File: src/rtl/ws2812b_pkg.sv
// Shared constants and types for the WS2812b pixel transmitter.
package ws2812b_pkg;

  localparam int unsigned T0H_CYC    = 26;
  localparam int unsigned T1H_CYC    = 51;
  localparam int unsigned TBIT_CYC   = 80;
  localparam int unsigned TLATCH_CYC = 3840;

  localparam int unsigned CNT_W      = 16;
  localparam int unsigned PIXEL_BITS = 24;
  localparam int unsigned BIT_CNT_W  = 5;
  localparam int unsigned ADDR_W     = 4;
  localparam int unsigned DATA_W     = 8;

  localparam logic [ADDR_W-1:0] ADDR_R      = 4'h0;
  localparam logic [ADDR_W-1:0] ADDR_G      = 4'h1;
  localparam logic [ADDR_W-1:0] ADDR_B      = 4'h2;
  localparam logic [ADDR_W-1:0] ADDR_START  = 4'h3;
  localparam logic [ADDR_W-1:0] ADDR_STATUS = 4'h4;

  typedef enum logic [1:0] {
    IDLE,
    HIGH,
    LOW,
    LATCH
  } state_t;

  // Wire order of a pixel: G first, MSB first.
  typedef struct packed {
    logic [DATA_W-1:0] g;
    logic [DATA_W-1:0] r;
    logic [DATA_W-1:0] b;
  } pixel_t;

endpackage

File: src/rtl/ws2812b_bit_encoder.sv
// NRZ encoder for one WS2812b bit: high phase sized by the bit value, then low to fill the bit period.
module ws2812b_bit_encoder #(
  parameter int unsigned T0H_CYC  = ws2812b_pkg::T0H_CYC,
  parameter int unsigned T1H_CYC  = ws2812b_pkg::T1H_CYC,
  parameter int unsigned TBIT_CYC = ws2812b_pkg::TBIT_CYC
) (
  input  logic clk,
  input  logic rst_n,
  input  logic go,
  input  logic bit_val,
  output logic dout,
  output logic bit_done_c
);
  import ws2812b_pkg::*;

  state_t           state_q, state_d;
  logic [CNT_W-1:0] cnt_q, cnt_d;
  logic             bit_q, bit_d;
  logic             dout_d;

  // Last cycle of the low phase; a go in this cycle starts the next bit with no gap.
  assign bit_done_c = (state_q == LOW) && (cnt_q == CNT_W'(1));

  always_ff @(posedge clk or negedge rst_n) begin
    if (!rst_n) begin
      state_q <= IDLE;
      cnt_q   <= '0;
      bit_q   <= 1'b0;
      dout    <= 1'b0;
    end else begin
      state_q <= state_d;
      cnt_q   <= cnt_d;
      bit_q   <= bit_d;
      dout    <= dout_d;
    end
  end

  always_comb begin
    state_d = state_q;
    cnt_d   = cnt_q;
    bit_d   = bit_q;
    dout_d  = dout;
    case (state_q)
      HIGH: begin
        if (cnt_q == CNT_W'(1)) begin
          state_d = LOW;
          dout_d  = 1'b0;
          cnt_d   = bit_q ? CNT_W'(TBIT_CYC - T1H_CYC) : CNT_W'(TBIT_CYC - T0H_CYC);
        end else begin
          cnt_d = cnt_q - CNT_W'(1);
        end
      end
      LOW: begin
        if (cnt_q == CNT_W'(1)) begin
          state_d = IDLE;
        end else begin
          cnt_d = cnt_q - CNT_W'(1);
        end
      end
      default: state_d = IDLE;
    endcase
    if (go && (state_d == IDLE)) begin
      state_d = HIGH;
      bit_d   = bit_val;
      dout_d  = 1'b1;
      cnt_d   = bit_val ? CNT_W'(T1H_CYC) : CNT_W'(T0H_CYC);
    end
  end

endmodule

File: src/rtl/ws2812b_pixel_transmitter.sv
// TinyQV byte peripheral serialising one GRB pixel onto a WS2812b line.
// Optional one-entry pixel queue enabled by defining WS2812B_TX_QUEUE_EN.
module ws2812b_pixel_transmitter #(
  parameter int unsigned T0H_CYC    = ws2812b_pkg::T0H_CYC,
  parameter int unsigned T1H_CYC    = ws2812b_pkg::T1H_CYC,
  parameter int unsigned TBIT_CYC   = ws2812b_pkg::TBIT_CYC,
  parameter int unsigned TLATCH_CYC = ws2812b_pkg::TLATCH_CYC
) (
  input  logic       clk,
  input  logic       rst_n,
  input  logic [7:0] ui_in,
  output logic [7:0] uo_out,
  input  logic [3:0] address,
  input  logic       data_write,
  input  logic [7:0] data_in,
  output logic [7:0] data_out
);
  import ws2812b_pkg::*;

  logic [DATA_W-1:0]     r_q, g_q, b_q;
  state_t                state_q, state_d;
  logic [PIXEL_BITS-1:0] shift_q, shift_d;
  logic [BIT_CNT_W-1:0]  bit_cnt_q, bit_cnt_d;
  logic                  latch_q, latch_d;
  logic [CNT_W-1:0]      lcnt_q, lcnt_d;

  logic   start_c, busy, pending, dout;
  logic   go_c, go_bit_c, bit_done_c, next_c;
  logic   q_valid_c, q_latch_c, q_pop_c;
  pixel_t cur_pix, q_pix_c;
  logic   unused_ui;

  assign unused_ui = ^ui_in;
  assign start_c   = data_write && (address == ADDR_START);
  assign busy      = (state_q != IDLE);
  assign cur_pix   = '{g: g_q, r: r_q, b: b_q};
  assign uo_out    = {8{dout}};

`ifdef WS2812B_TX_QUEUE_EN
  pixel_t q_pix_q;
  logic   q_latch_q, pending_q, q_push_c;

  // A START arriving in the exit cycle is pushed and popped at once, so it chains with no gap.
  assign q_push_c  = start_c && busy && !pending_q;
  assign q_valid_c = pending_q || q_push_c;
  assign q_pix_c   = pending_q ? q_pix_q : cur_pix;
  assign q_latch_c = pending_q ? q_latch_q : data_in[0];
  assign pending   = pending_q;

  always_ff @(posedge clk or negedge rst_n) begin
    if (!rst_n) begin
      pending_q <= 1'b0;
      q_pix_q   <= '0;
      q_latch_q <= 1'b0;
    end else if (q_pop_c) begin
      pending_q <= 1'b0;
    end else if (q_push_c) begin
      pending_q <= 1'b1;
      q_pix_q   <= cur_pix;
      q_latch_q <= data_in[0];
    end
  end
`else
  logic unused_q_pop;

  assign q_valid_c    = 1'b0;
  assign q_pix_c      = '0;
  assign q_latch_c    = 1'b0;
  assign pending      = 1'b0;
  assign unused_q_pop = q_pop_c;
`endif

  ws2812b_bit_encoder #(
    .T0H_CYC  (T0H_CYC),
    .T1H_CYC  (T1H_CYC),
    .TBIT_CYC (TBIT_CYC)
  ) u_enc (
    .clk        (clk),
    .rst_n      (rst_n),
    .go         (go_c),
    .bit_val    (go_bit_c),
    .dout       (dout),
    .bit_done_c (bit_done_c)
  );

  always_ff @(posedge clk or negedge rst_n) begin
    if (!rst_n) begin
      r_q <= '0;
      g_q <= '0;
      b_q <= '0;
    end else if (data_write) begin
      case (address)
        ADDR_R:  r_q <= data_in;
        ADDR_G:  g_q <= data_in;
        ADDR_B:  b_q <= data_in;
        default: ;
      endcase
    end
  end

  always_ff @(posedge clk or negedge rst_n) begin
    if (!rst_n) begin
      state_q   <= IDLE;
      shift_q   <= '0;
      bit_cnt_q <= '0;
      latch_q   <= 1'b0;
      lcnt_q    <= '0;
    end else begin
      state_q   <= state_d;
      shift_q   <= shift_d;
      bit_cnt_q <= bit_cnt_d;
      latch_q   <= latch_d;
      lcnt_q    <= lcnt_d;
    end
  end

  // HIGH spans the whole bit here; the encoder splits it into its high and low phases.
  always_comb begin
    state_d   = state_q;
    shift_d   = shift_q;
    bit_cnt_d = bit_cnt_q;
    latch_d   = latch_q;
    lcnt_d    = lcnt_q;
    go_c      = 1'b0;
    go_bit_c  = 1'b0;
    q_pop_c   = 1'b0;
    next_c    = 1'b0;
    case (state_q)
      IDLE: begin
        if (start_c) begin
          state_d   = HIGH;
          shift_d   = cur_pix;
          latch_d   = data_in[0];
          bit_cnt_d = BIT_CNT_W'(PIXEL_BITS - 1);
          go_c      = 1'b1;
          go_bit_c  = cur_pix.g[DATA_W-1];
        end
      end
      HIGH: begin
        if (bit_done_c) begin
          if (bit_cnt_q != '0) begin
            shift_d   = shift_q << 1;
            bit_cnt_d = bit_cnt_q - BIT_CNT_W'(1);
            go_c      = 1'b1;
            go_bit_c  = shift_q[PIXEL_BITS-2];
          end else if (latch_q) begin
            state_d = LATCH;
            lcnt_d  = CNT_W'(TLATCH_CYC);
          end else begin
            next_c = 1'b1;
          end
        end
      end
      LATCH: begin
        if (lcnt_q == CNT_W'(1)) begin
          next_c = 1'b1;
        end else begin
          lcnt_d = lcnt_q - CNT_W'(1);
        end
      end
      default: state_d = IDLE;
    endcase
    // Exit decision: chain the queued pixel in the same cycle or fall back to idle.
    if (next_c) begin
      if (q_valid_c) begin
        state_d   = HIGH;
        shift_d   = q_pix_c;
        latch_d   = q_latch_c;
        bit_cnt_d = BIT_CNT_W'(PIXEL_BITS - 1);
        go_c      = 1'b1;
        go_bit_c  = q_pix_c.g[DATA_W-1];
        q_pop_c   = 1'b1;
      end else begin
        state_d = IDLE;
      end
    end
  end

  always_comb begin
    data_out = '0;
    case (address)
      ADDR_R:      data_out = r_q;
      ADDR_G:      data_out = g_q;
      ADDR_B:      data_out = b_q;
      ADDR_STATUS: data_out = {6'b0, pending, busy};
      default:     data_out = '0;
    endcase
  end

endmodule

File: config.mk
export PLATFORM = sky130hd
export DESIGN_NAME = ws2812b_pixel_transmitter
export DESIGN_NICKNAME = d
export VERILOG_FILES = /design/src/rtl/ws2812b_pkg.sv /design/src/rtl/ws2812b_bit_encoder.sv /design/src/rtl/ws2812b_pixel_transmitter.sv
export SDC_FILE = /design/constraint.sdc
export NUM_CORES = 1
export LEC_CHECK = 0
export CELL_PAD_IN_SITES_DETAIL_PLACEMENT = 0
export CELL_PAD_IN_SITES_GLOBAL_PLACEMENT = 2
export CORE_MARGIN = 2
export CORE_UTILIZATION = 40
export CTS_CLUSTER_SIZE = 16
export DETAILED_ROUTE_END_ITERATION = 6
export GPL_TIMING_DRIVEN = 0
export PLACE_DENSITY = 0.9
export RECOVER_POWER = 100
export SYNTH_ARGS = -nofsm -noshare
export SYNTH_HDL_FRONTEND = slang
export SYNTH_SLANG_ARGS = --single-unit
File: constraint.sdc
create_clock -name clk -period 6.8 [get_ports clk]
set_input_delay 1.36 -clock clk [delete_from_list [all_inputs] [get_ports clk]]
set_output_delay 1.36 -clock clk [all_outputs]
set_load 0.01 [all_outputs]
# Word level (Yosys, flattened, before mapping)
# Cells that the tools add are included.
[totals] input_bits=23 output_inout_bits=16 elab_cells=105 register_bits=91
[classes] eq_ne=22 n_reduce_logical=22 mux=46 n_addsub=3
[ops] operator="$mux W16" count=7
[ops] operator="$mux W23" count=3
[ops] operator="$pmux W16 S2" count=2
[ops] operator="$pmux W23 S2" count=1
[ops] operator="$eq A16 B1 Y1 const B" count=2
[ops] operator="$pmux W8 S4" count=1
[ops] operator="$sub A16 B1 Y16 const B" count=2
[ops] operator="$mux W2" count=8
[ops] operator="$mux W5" count=3
[ops] operator="$ne A3 B3 Y1 const B" count=5
[ops] operator="$ne A2 B2 Y1 const B" count=7
[ops] operator="$mux W1" count=13
[ops] operator="$mux W6" count=2
[ops] operator="$reduce_and A2 Y1" count=6
[ops] operator="$pmux W5 S2" count=1
[ops] operator="$reduce_and A5 Y1" count=2
[ops] operator="$reduce_bool A2 Y1" count=5
[ops] operator="$eq A4 B2 Y1 const B" count=2
[ops] operator="$pmux W1 S2" count=3
[ops] operator="$pmux W2 S3" count=1
[ops] operator="$reduce_bool A5 Y1" count=1
[ops] operator="$sub A5 B1 Y5 const B" count=1
[ops] operator="$eq A2 B1 Y1 const B" count=2
[ops] operator="$eq A2 B2 Y1 const B" count=2
[ops] operator="8 further kinds" count=11

# Depth between registers and ports, before layout
# Gate-level depths: netlist of run 1.
[logic_depth] word_depth=7 mapped_depth=10 mapped_depth_nobuf=8

# By module
# From an unflattened synthesis of run 1, not the netlist that was laid out.
[hier_totals] hier_cells=500 hier_area_um2=4884.7
[by_module_without_submodules] module="ws2812b_pixel_transmitter" cells_each=359 instances=1 area_each_um2=3602.2 seq_area_each_um2=1776.7
[by_module_without_submodules] module="ws2812b_bit_encoder" cells_each=141 instances=1 area_each_um2=1282.5 seq_area_each_um2=500.5

# Worst setup path before layout of run 1
# Ideal clock, no wire load.
[synth_path] path_kind="input -> output" startpoint="input port address[1]" endpoint="output port data_out[0]" t_required_ns=5.440 arrival_ns=2.419 stages=5 n_path_buf=2 slack_ns=3.021 cell_sequence="clkbuf_1 -> nor2b_1 -> clkbuf_1 -> a22oi_1 -> o21ai_0"
[synth_via] elab_chain_cells=2 elab_cells_between_ends=5 cone_classes="3 x eq/ne; 1 x mux; 1 x reduce/logical"
[synth_lines] element="start, declared" line="ws2812b_pixel_transmitter.sv:13" text="input logic [3:0] address,"
[synth_lines] element="$eq A4 B3 Y1 (tied with other cells)" line="ws2812b_pixel_transmitter.sv:181" text="case (address)"
[synth_lines] element="$pmux W8 S4 *" line="ws2812b_pixel_transmitter.sv:181"
[synth_lines] element="end, declared" line="ws2812b_pixel_transmitter.sv:16" text="output logic [7:0] data_out"
# Every way passes the cells marked *; elsewhere a longest branch is shown, timed or not.

# Worst setup path after layout of run 1
# Ends and elaborated chain as after synthesis.

==> results.md, run 1 <==
* Status: complete, but fails checks
* Failing checks: capacitance limit, slew limit
* End of the worst hold path: shift_q[20]
* Vias per cell at 5.450
* Critical R2R Launch: u_enc.cnt_q[1]
* GR Util met2 at 0.2984
* Final hold slack at 480.3 ps
* Clock buffers created by TritonCTS at 9
* Die X at 114.2 um
* Post-Route WL at 11130 um
* Routed Antenna Nets at 0
* Cells after Synth at 489
* Minimum clock period at 5460 ps
* GRT busiest layer: met2
* Detailed Routing Iterations Pass 1 at 4
* Die Height at 114.2 um
* Number of fill cells at 1181
* Worst VDD drop at 0.1235 mV
* FF-to-FF path depth at 10
* Pin count of the biggest net entering global routing at 49
* Clock Sinks at 91
* Count of port buffers added during placement at 30
* M3 GR Usage at 0.02223
* Distinct cells, synth at 54
* Drt wl/cell at 16.32 um
* Slowest cell on crit path: dlygate4sd3_1
* LEAKAGE at 2.740 nW
* Most frequent cells after synthesis: 91 x dfrtp_1, 54 x nor2_1, 46 x nand2_1
* DIE AREA at 0.01304 mm^2
* Critical path class: primary input to output port
* Max Clk Rate at 183.2 MHz
* Mapped Nets at 520
* Placed cell areas at 0.005365 mm^2
* Worst-Skew Late Latency at 340 ps
* Max FO, Critical Path at 10
* Worst Path Arrival at 4100 ps
* Via count of the routed design at 3717
* GRT Total Usage at 0.1799
* Crit share post-route at 0.8029
* Crit end category: output port
* Synth warnings at 0
* Multi-input logic area at 0.002328 mm^2
* GR Overflow Total at 0
* Fin util at 0.4715
* Row cnt at 40
* Initial antenna violation count at 0
* Post-CTS sizing at 0
* Hold Path Class: flop to flop
* Sequential share of the synthesized area at 0.4690
* DRC at 0
* # diodes at 0
* Final net count at 562
* Top-count cell post-synth: dfrtp_1
* Vias in the first global route at 3718
* Data required, critical path at 5440 ps
* Max stage delay on crit path at 670 ps
* Initial Util at 0.4077
* Yosys reg bits at 91
* Power Dens Cells at 222.8 mW/mm^2
* Main synth FF type: dfrtp_1
* Final instance area at 0.005617 mm^2
* Ports at 39
* GRT met1 Usage at 0.2438
* Main area contributors after synthesis: dfrtp_1 47%, mux2i_1 6.8%, mux2_2 5.8%
* Reg2Reg Setup Slack at 3160 ps
* Worst slack at placement at 1472 ps
* Post-synth EDFFs at 0
* Area share of the largest cell type after synthesis at 0.4690
* Clock root cell: clkbuf_16
* RSZ-0062 raised after global routing: false
* Fin Setup TNS at 0 ps
* Hold Path Depth at 2
* GP Congestion at 0.7954
* Fraction of registers with async set/reset at 1.000
* Hold Fails Final Rpt at 0
* Clock Skew at 5.023 ps
* Post-DP HPWL at 7864 um
* Max Cap Violations at 2
* CP startpoint kind: primary input
* Worst Tran Pin Value at 2564 ps
* Htree depth at 3
* Slew Viols, Final at 94
* Synth Cell Area at 0.004856 mm^2
* Reg area at 0.002277 mm^2
* Clk slew on worst S/H paths at 60 ps
* Final setup viols at 0
* CTS tree: yes
* Core ar. at 0.01191 mm^2
* Crit path cell chain: dlygate4sd3_1 -> clkbuf_1 -> nor2b_1 -> clkbuf_1 -> a22oi_1 -> o21ai_0 -> dlygate4sd3_1
* DR iter-0 viols at 135
* Wire length of the first global-routing pass at 18600 um
* Fin worst setup slack at 1340 ps
* Layout cell share with drive strength beyond 1 at 0.1084
* Clk buf depth at 2
* Hold Path Origin: shift_q[20]
* Post-CTS Hold Buffers at 0
* P&R area growth vs syn at 15.67%
* Synth area leader: dfrtp_1
* Slew HR at -0.7095
* Setup Buffers After CTS at 0
* Synth Area per Inst at 9.930 um^2
* Endpoint of the worst-slack reg-to-reg timing path: u_enc.cnt_q[7]
worst max-delay path: cells and delay by family:
| kind | cells | cell delay (ps) |
|---|---|---|
| buf+inv | 4 | 2080 |
| compound gates | 2 | 480 |
| simple gates | 1 | 190 |
area by class of cell:
type | instances | area share
plain buffers | 32 | 0.02718
clock buffers | 12 | 0.04745
clock inverters | 3 | 0.01225
inverters | 11 | 0.007351
multi-input cells | 355 | 0.4146
flip-flops and latches | 91 | 0.4054
well taps | 147 | 0.03275
repair buffers | 31 | 0.05302
sequential cells by signal, summed over array words and instances, names as in the netlist:
register       flops
latch_q            1
state_q            2
u_enc.bit_q        1
u_enc.cnt_q       16
g_q                8
b_q                8
bit_cnt_q          5
u_enc.dout         1
u_enc.state_q      2
lcnt_q            16
r_q                8
shift_q           23
worst max-delay path by stage:
stage	cells after the start	slack [ps]	startpoint	to
3_5_place_dp	7	1470	address[1]	data_out[0]
2_1_floorplan	5	3020	address[1]	data_out[0]
3_3_place_gp	1	970	rst_n	r_q[4]
5_1_grt	2	880	rst_n	b_q[5]
6_report	7	1340	address[1]	data_out[0]
4_1_cts	7	1450	address[1]	data_out[0]
report_power, final:
group	leakage, nW	internal, mW	switching [mW]
clock network	0.165	0.352	0.207
logic	1.52	0.0467	0.0385
registers	1.05	0.575	0.0328
through the flow:
stage               instances  power, mW
global route              682      1.302
global placement          666     0.7034
finish                    682      1.251
floorplan                 489     0.6557
detailed placement        667     0.7083
CTS                       682      1.268
logic make-up (layout without fill, tap and decap cells):
family,count (synthesis),after routing,share of synthesized area
buf+inv,43,89,0.04483
fa+ha+maj,8,8,0.02061
simple gates,171,171,0.1770
xor+xnor,15,15,0.02706
flops,91,91,0.4690
mux,58,58,0.1260
compound gates,103,103,0.1355
layer usage:
metal  vias up  part of all wire
met5         -                 0
met4         0             0.014
met3        10             0.028
met2        63              0.49
met1      1826              0.47
li1       1818                 -
placed cells by master, fill, tap and decap left out, drive strengths merged, types with 3 or more instances in the layout:
| cell type | Yosys | layout |
|---|---|---|
| nor2 | 54 | 54 |
| clkdlybuf4s50 | 0 | 11 |
| dlygate4sd3 | 0 | 18 |
| or4 | 7 | 7 |
| nor3 | 7 | 7 |
| a22oi | 4 | 4 |
| a211oi | 7 | 7 |
| ha | 8 | 8 |
| dfrtp | 91 | 91 |
| a2111oi | 3 | 3 |
| inv | 11 | 12 |
| nor2b | 5 | 5 |
| nor3b | 3 | 3 |
| mux2i | 33 | 33 |
| nor4b | 7 | 7 |
| xnor2 | 14 | 14 |
| a31oi | 3 | 3 |
| a21o | 3 | 3 |
| o31ai | 4 | 4 |
| nand4 | 5 | 5 |
| mux2 | 25 | 25 |
| nand2 | 46 | 46 |
| a21oi | 25 | 25 |
| clkbuf | 15 | 37 |
| and2 | 5 | 5 |
| nor4 | 6 | 6 |
| o21ai | 41 | 41 |
| buf | 17 | 9 |
| nand3b | 3 | 3 |
| nand3 | 12 | 12 |
| or2 | 4 | 4 |
| a22o | 3 | 3 |
No activity file was read; power rests on OpenSTA's default activity.
==> run 2: changes to the inputs <==
- CORE_UTILIZATION: 40 -> 38
- PLACE_DENSITY: 0.9 -> 0.86
- clock period: 6.8 -> 5.35 ns (I/O delays scaled with it)
==> results.md, run 2 (synthesis results as in run 1) <==
* Slowest cell on crit path: dlygate4sd3_1
* Worst VDD drop at 0.1939 mV
* Crit end category: output port
* Post-Route WL at 11360 um
* Initial antenna violation count at 0
* Clock root cell: clkbuf_16
* Power Dens Cells at 267.1 mW/mm^2
* Count of port buffers added during placement at 30
* Crit-path leading delay family: buffers and inverters
* Via count of the routed design at 3742
* P&R area growth vs syn at 15.46%
* Routed Antenna Nets at 0
* Worst-Skew Late Latency at 350 ps
* DRC at 0
* Fin util at 0.4461
* Commonest non-fill, non-tap cells in the layout: 91 x dfrtp_1, 54 x nor2_1, 46 x nand2_1
* Status: complete, but fails checks
* Pin count of the biggest net entering global routing at 48
* LEAKAGE at 2.721 nW
* Worst Tran Pin Value at 2655 ps
* CP Launch Point: address[1]
* Final setup viols at 0
* Clk buf depth at 2
* Commonest non-fill, non-tap cell in the layout: dfrtp_1
* Max stage delay on crit path at 670 ps
* Die X at 117.0 um
* Registers with the most flip-flops: shift_q x23, lcnt_q x16, u_enc.cnt_q x16
* Slew Viols, Final at 47
* Clock buffers created by TritonCTS at 9
* Crit path cell chain: dlygate4sd3_1 -> clkbuf_1 -> nor2b_1 -> clkbuf_1 -> a22oi_1 -> o21ai_0 -> dlygate4sd3_1
* Clock Sinks at 91
* Row cnt at 41
* Minimum clock period at 4929 ps
* Data required, critical path at 4280 ps
* Worst Path Arrival at 3860 ps
* Ports at 39
* DIE AREA at 0.01370 mm^2
* Detailed Routing Iterations Pass 1 at 4
* Clk slew on worst S/H paths at 60 ps
* Number of buffer and inverter stages on the critical path at 4
* RSZ-0062 raised after global routing: false
* Initial Util at 0.3864
* CTS tree: yes
* Top reg by flops: shift_q
* Vias per cell at 5.293
* Core ar. at 0.01257 mm^2
* Max Clk Rate at 202.9 MHz
* Max Cap Violations at 1
* Final hold slack at 479.7 ps
* Vias in the first global route at 3737
* Post-DP HPWL at 8072 um
* Failing checks: capacitance limit, slew limit
* Critical path class: primary input to output port
* Crit share post-route at 0.9213
* Total power at 1.497 mW
* GP Congestion at 0.7645
* Hold Path Class: flop to flop
* Die Height at 117.0 um
* Final net count at 562
* Clock Skew at 10.38 ps
* Max FO, Critical Path at 10
* Slew HR at -0.7699
* Post-CTS sizing at 0
* Wire length of the first global-routing pass at 18720 um
* Post-CTS Hold Buffers at 0
* Hold Fails Final Rpt at 0
* Layout cell share with drive strength beyond 1 at 0.1103
* Hold Path Origin: shift_q[20]
* GRT Total Usage at 0.1787
* GR Overflow Total at 0
* Max FFs per register at 23
* Drt wl/cell at 16.06 um
* Htree depth at 3
* CP startpoint kind: primary input
* # diodes at 0
* Critical R2R Launch: u_enc.cnt_q[6]
* Setup Buffers After CTS at 0
* DR iter-0 viols at 205
## run 2: cell type report
class	instances	area, um^2
flip-flops and latches	91	2277
fillers	1226	6962
clock buffers	11	252.7
clock inverters	4	26.28
well taps	172	215.2
inverters	11	41.29
plain buffers	32	152.6
multi-input cells	355	2320
repair buffers	31	321.6
## run 2: metrics by stage
step | setup TNS (ps) | setup slack (ps) | instance area [um^2] | std cells
finish | 0 | 420.8 | 5607 | 707
global route | 0 | 286.6 | 5607 | 707
CTS | 0 | 564.7 | 5675 | 707
detailed placement | 0 | 563.5 | 5396 | 692
global placement | -24900 | -278.2 | 5371 | 691
floorplan | 0 | 2151 | 4856 | 489
## run 2: metal layers
metal	share of wire	vias up	wire length, um	track usage
met5	0	-	0	0
li1	-	1816	-	-
met1	0.45	1823	5119	0.2269
met3	0.038	19	433	0.03244
met2	0.48	84	5491	0.2952
met4	0.027	0	312	0.08784
## run 2: final timing paths
path	cells after the start	slack, ps	endpoint
min in group asynchronous	1	1540	u_enc.cnt_q[13]
max in group asynchronous	1	2280	g_q[3]
max	7	420	data_out[0]
max reg2reg	8	1350	u_enc.cnt_q[10]
min	2	480	shift_q[20]
min reg2reg	2	480	shift_q[20]
## run 2: power breakdown
group / switching, mW / leakage (nW) / internal, mW
clock: 0.275 / 0.137 / 0.337
sequential: 0.0434 / 1.05 / 0.731
combinational: 0.0500 / 1.53 / 0.0615
## run 2: worst register-to-register path, stage by stage (launching register included)
cell	delay, ps
dfrtp_1	440
nor4_1	830
nand4_1	360
clkbuf_1	340
a31o_2	320
a211oi_1	560
clkbuf_1	470
clkbuf_1	450
nor2_1	110
